**src/rtl/alu_result_fifo.sv**
```systemverilog
// Show-ahead result FIFO between an ALU and its consumer. Words that arrive while
// full with no pop are dropped and counted, because the ALU cannot be stalled.
module alu_result_fifo #(
  parameter int DATA_WIDTH = 8,
  parameter int DEPTH      = 4
) (
  input  logic                            clk,
  input  logic                            rst,
  input  logic                            valid_i,
  input  logic [2*DATA_WIDTH-1:0]         data_i,
  output logic                            valid_o,
  input  logic                            ready_i,
  output logic [2*DATA_WIDTH-1:0]         data_o,
  output logic [$clog2(DEPTH+1)-1:0]      count_o,
  output logic                            full_o,
  output logic                            empty_o,
  output logic                            overflow_o,
  output logic [7:0]                      drop_cnt_o
);

  localparam int PTR_W = $clog2(DEPTH);
  localparam int CNT_W = $clog2(DEPTH+1);
  localparam int RES_W = 2*DATA_WIDTH;
  localparam logic [CNT_W-1:0] FULL_CNT = CNT_W'(DEPTH);

  logic [RES_W-1:0] mem_q [DEPTH];
  logic [PTR_W-1:0] wr_ptr_q, wr_ptr_d;
  logic [PTR_W-1:0] rd_ptr_q, rd_ptr_d;
  logic [CNT_W-1:0] count_q, count_d;
  logic             overflow_q, overflow_d;
  logic [7:0]       drop_cnt_q, drop_cnt_d;
  logic             push, pop, drop, is_full, is_empty;

  always_comb begin
    is_full    = (count_q == FULL_CNT);
    is_empty   = (count_q == '0);
    pop        = !is_empty && ready_i;
    push       = valid_i && (!is_full || pop);
    drop       = valid_i && is_full && !pop;
    wr_ptr_d   = wr_ptr_q;
    rd_ptr_d   = rd_ptr_q;
    count_d    = count_q;
    overflow_d = overflow_q | drop;
    drop_cnt_d = drop_cnt_q;
    if (push) wr_ptr_d = wr_ptr_q + PTR_W'(1);
    if (pop)  rd_ptr_d = rd_ptr_q + PTR_W'(1);
    // Power-of-two depth lets the pointers wrap naturally; count alone decides full/empty.
    case ({push, pop})
      2'b10:   count_d = count_q + CNT_W'(1);
      2'b01:   count_d = count_q - CNT_W'(1);
      default: count_d = count_q;
    endcase
    if (drop && (drop_cnt_q != 8'hFF)) drop_cnt_d = drop_cnt_q + 8'd1;
  end

  always_ff @(posedge clk) begin
    if (rst) begin
      wr_ptr_q   <= '0;
      rd_ptr_q   <= '0;
      count_q    <= '0;
      overflow_q <= 1'b0;
      drop_cnt_q <= 8'd0;
    end else begin
      wr_ptr_q   <= wr_ptr_d;
      rd_ptr_q   <= rd_ptr_d;
      count_q    <= count_d;
      overflow_q <= overflow_d;
      drop_cnt_q <= drop_cnt_d;
    end
  end

  // Storage is data-only; a write during reset is harmless since the pointers clear.
  always_ff @(posedge clk) begin
    if (push) mem_q[wr_ptr_q] <= data_i;
  end

  always_comb begin
    valid_o    = !is_empty;
    empty_o    = is_empty;
    full_o     = is_full;
    count_o    = count_q;
    overflow_o = overflow_q;
    drop_cnt_o = drop_cnt_q;
    data_o     = is_empty ? '0 : mem_q[rd_ptr_q];
  end

endmodule

```
**config.mk**
```make
export PLATFORM = sky130hd
export DESIGN_NAME = alu_result_fifo
export DESIGN_NICKNAME = d
export VERILOG_FILES = /design/src/rtl/alu_result_fifo.sv
export SDC_FILE = /design/constraint.sdc
export NUM_CORES = 1
export LEC_CHECK = 0
export ABC_AREA = 1
export CORE_ASPECT_RATIO = 1.25
export CORE_MARGIN = 2
export CORE_UTILIZATION = 40
export DETAILED_ROUTE_END_ITERATION = 10
export PLACE_DENSITY = 0.76
export SYNTH_ARGS = -nofsm -noshare
export SYNTH_HDL_FRONTEND = slang
export SYNTH_SLANG_ARGS = --single-unit
```
**constraint.sdc**
```tcl
create_clock -name clk -period 2 [get_ports clk]
set_clock_uncertainty 0.2 [all_clocks]
set_input_delay 0.4 -clock clk [delete_from_list [all_inputs] [get_ports clk]]
set_output_delay 0.4 -clock clk [all_outputs]
set_load 0.05 [all_outputs]
```
==> metrics.txt <==
hold path start=overflow_o; Die X=just under 90 µm; H-tree levels=3; hold violation total from the final report=0; top cell type's share of synthesized area=0.552; top cells by area, synth=edfxtp_1 (55%), dfxtp_1 (10%), nor2_1 (8.2%); max frequency=0.455 GHz; drt total wl=~8000 µm; syn_nets=354; DRT iter0 DRCs=between 100 and 150; Avg Cell Area, Syn=between 10 and 15 µm²; GR Overflow Total=0; Slew HR=0.814; CTS Sinks=between 80 and 90; All-Layer GR Usage=0.177; asr flop ratio synth=0; CTS tree=yes; Worst Hold Depth=1; vias in the first global route=around 2.6k; FF-to-FF path depth=9; hold_ws=about 0.28 ns; Clock Latency Late Sink=about 0.35 ns; Final Max Tran Viols=0; Finished Core Util=0.563; post-synthesis cell area=3480 µm²; Top FF cell, synth=edfxtp_1; register-to-register setup slack=roughly 0.090 ns; Hold Buf Count CTS=0; Worst EP required=around 1.4 ns; nets@finish=approximately 440; IO Count=between 50 and 60; Endpoint, Worst Hold=overflow_o; worst setup margin=-0.200 ns; Post-DP HPWL=around 5300 µm; RD Place Congestion=0.817; Seq/Total Area, Yosys=0.655; Rows=38; Design Power=approximately 5.5 mW; Gate Count Post-Synth=approximately 330; PortBufs=50; Worst Max-Slew Pin Slew=about 0.28 ns; Pre-antenna DRT Iters=4; via/cell ratio=5.13; Final Setup Violations=16; Max Fanout on Critical Path=32; Post-synth top cells=nor2_1 (76), edfxtp_1 (64), o21ai_0 (38); share of cells above drive strength 1=0.308; diodes inserted=0; CTS buffer count=9; path type of the worst setup path=register to primary output; die area=between 9000 and 10000 µm²; first-pass GRT wire length=12800 µm; Synth-to-Final Area Change=38.3%; crit start category=register; largest area contributor in the netlist=edfxtp_1; EDFF count, synth=64; die height=between 100 and 150 µm; Tightest Hold Check Type=register to register; RSZ-0062 raised after global routing=yes; starting density of the core=0.407; DR DRC count=0; setup TNS=-2.06 ns; Cell Pwr Density=approximately 1100 nW/µm²; largest net degree at the start of global routing=33; Data arrival, critical path=roughly 1.6 ns; Final Cycle Share=1.10; peak supply drop=between 0.5 and 0.6 mV; CTS clk-pin slew, worst paths=approximately 0.080 ns; FILL cells=707; DR vias=~2.6k; r2r endpoint=count_o[1]; Warnings, synthesis=0; total of max-cap violations=0; fin crit period=2.20 ns; CTS root buf=clkbuf_8; initial antenna violation count=0; DRT antenna net count=0; failing checks=negative setup slack; placeable core region=8560 µm²; count leader, synth=nor2_1; Pleak=around 1.8 nW; CP Capture Type=primary output; Routed wire per std cell=~15 µm; FF+latch count, synth=just over 80; FF-to-FF Start=count_o[2]; status=finished, violations left; synth unique cells=27; dpl ws=-0.201 ns; CTS Buffer Depth=2
==> area by class of cell <==
type / instances / area [µm²] / area share
multi-input cells: 210 / 1210 / 0.251
clock buffers: 9 / 124 / 0.0257
repair buffers: 83 / 867 / 0.180
inverters: 25 / 105 / 0.0218
well taps: 100 / 125 / 0.0260
flip-flops and latches: 82 / 2300 / 0.477
clock inverters: 7 / 88.8 / 0.0184
==> sequential cells by signal, indices dropped and copies added (netlist names), named ones only <==
| name | count |
|---|---|
| drop_cnt_o | 8 |
| mem_q | 64 |
| count_o | 3 |
| wr_ptr_q | 2 |
| overflow_o | 1 |
| rd_ptr_q | 2 |
==> kinds of logic after synthesis <==
kind of cell / count (synthesis) / share of synthesized area
fa+ha+maj: 6 / 0.0237
simple gates: 132 / 0.171
compound gates: 69 / 0.101
buf+inv: 36 / 0.0427
flops: 82 / 0.655
xor+xnor: 3 / 0.00754
==> routing by layer <==
metal | share of wire | global-route usage | up-vias
li1 | - | - | 1287
met1 | 0.42 | 0.222 | 1271
met2 | 0.52 | 0.301 | 78
met3 | 0.043 | 0.0267 | 11
met4 | 0.016 | 0.0813 | 0
met5 | 0 | 0 | -
==> worst max-delay path by stage <==
| stage | end | cells after the start |
|---|---|---|
| after global routing | data_o[2] | 5 |
| final | data_o[2] | 5 |
| after floorplan | mem_q[0][0] | 4 |
| after CTS | data_o[2] | 6 |
| after detailed placement | count_o[2] | 9 |
| after global placement | count_o[2] | 9 |
==> power by group <==
part           total (mW)  switching (mW)  leakage [nW]  internal (mW)
sequential           2.02          0.0615         0.737           1.95
clock                1.24           0.640         0.103          0.597
combinational        2.23            1.34         0.962          0.886
==> what timing repair did <==
item / 4_1_cts / 5_1_grt
gates cloned: 2 / 0
buffers inserted: 5 / 5
setup endpoints to repair: 17 / 18
pin swaps: 7 / 10
resized for setup: 45 / 12
==> per-stage QoR <==
step | cell area, µm² | cells
floorplan | 3640 | 328
global placement | 4380 | 489
detailed placement | 4380 | 489
CTS | 4770 | 512
global route | 4820 | 516
finish | 4820 | 516
==> placed cells by master (no fill, tap or decap), drive strengths merged <==
| master | Yosys | layout |
|---|---|---|
| nor2 | 81 | 81 |
| edfxtp | 64 | 64 |
| buf | 7 | 64 |
| o21ai | 38 | 38 |
| nand2 | 33 | 33 |
| a21oi | 29 | 29 |
| inv | 23 | 23 |
| clkdlybuf4s50 | 0 | 19 |
| dfxtp | 18 | 18 |
| nand3 | 12 | 12 |
| clkbuf | 4 | 9 |
| clkinv | 2 | 6 |
| nand4 | 5 | 5 |
| ha | 5 | 5 |
| clkinvlp | 0 | 2 |
| xnor2 | 2 | 2 |
| nor3 | 1 | 1 |
| xor2 | 1 | 1 |
| a21boi | 1 | 1 |
| o21a | 1 | 1 |
| fa | 1 | 1 |
| bufinv | 0 | 1 |
==> critical path: stages (launching register included) <==
cell and delay, ns:
dfxtp_4 0.38, inv_1 0.10, buf_12 0.19, o21ai_0 0.16
a21oi_2 0.22, buf_6 0.18
Power figures use the tool's default switching activity.
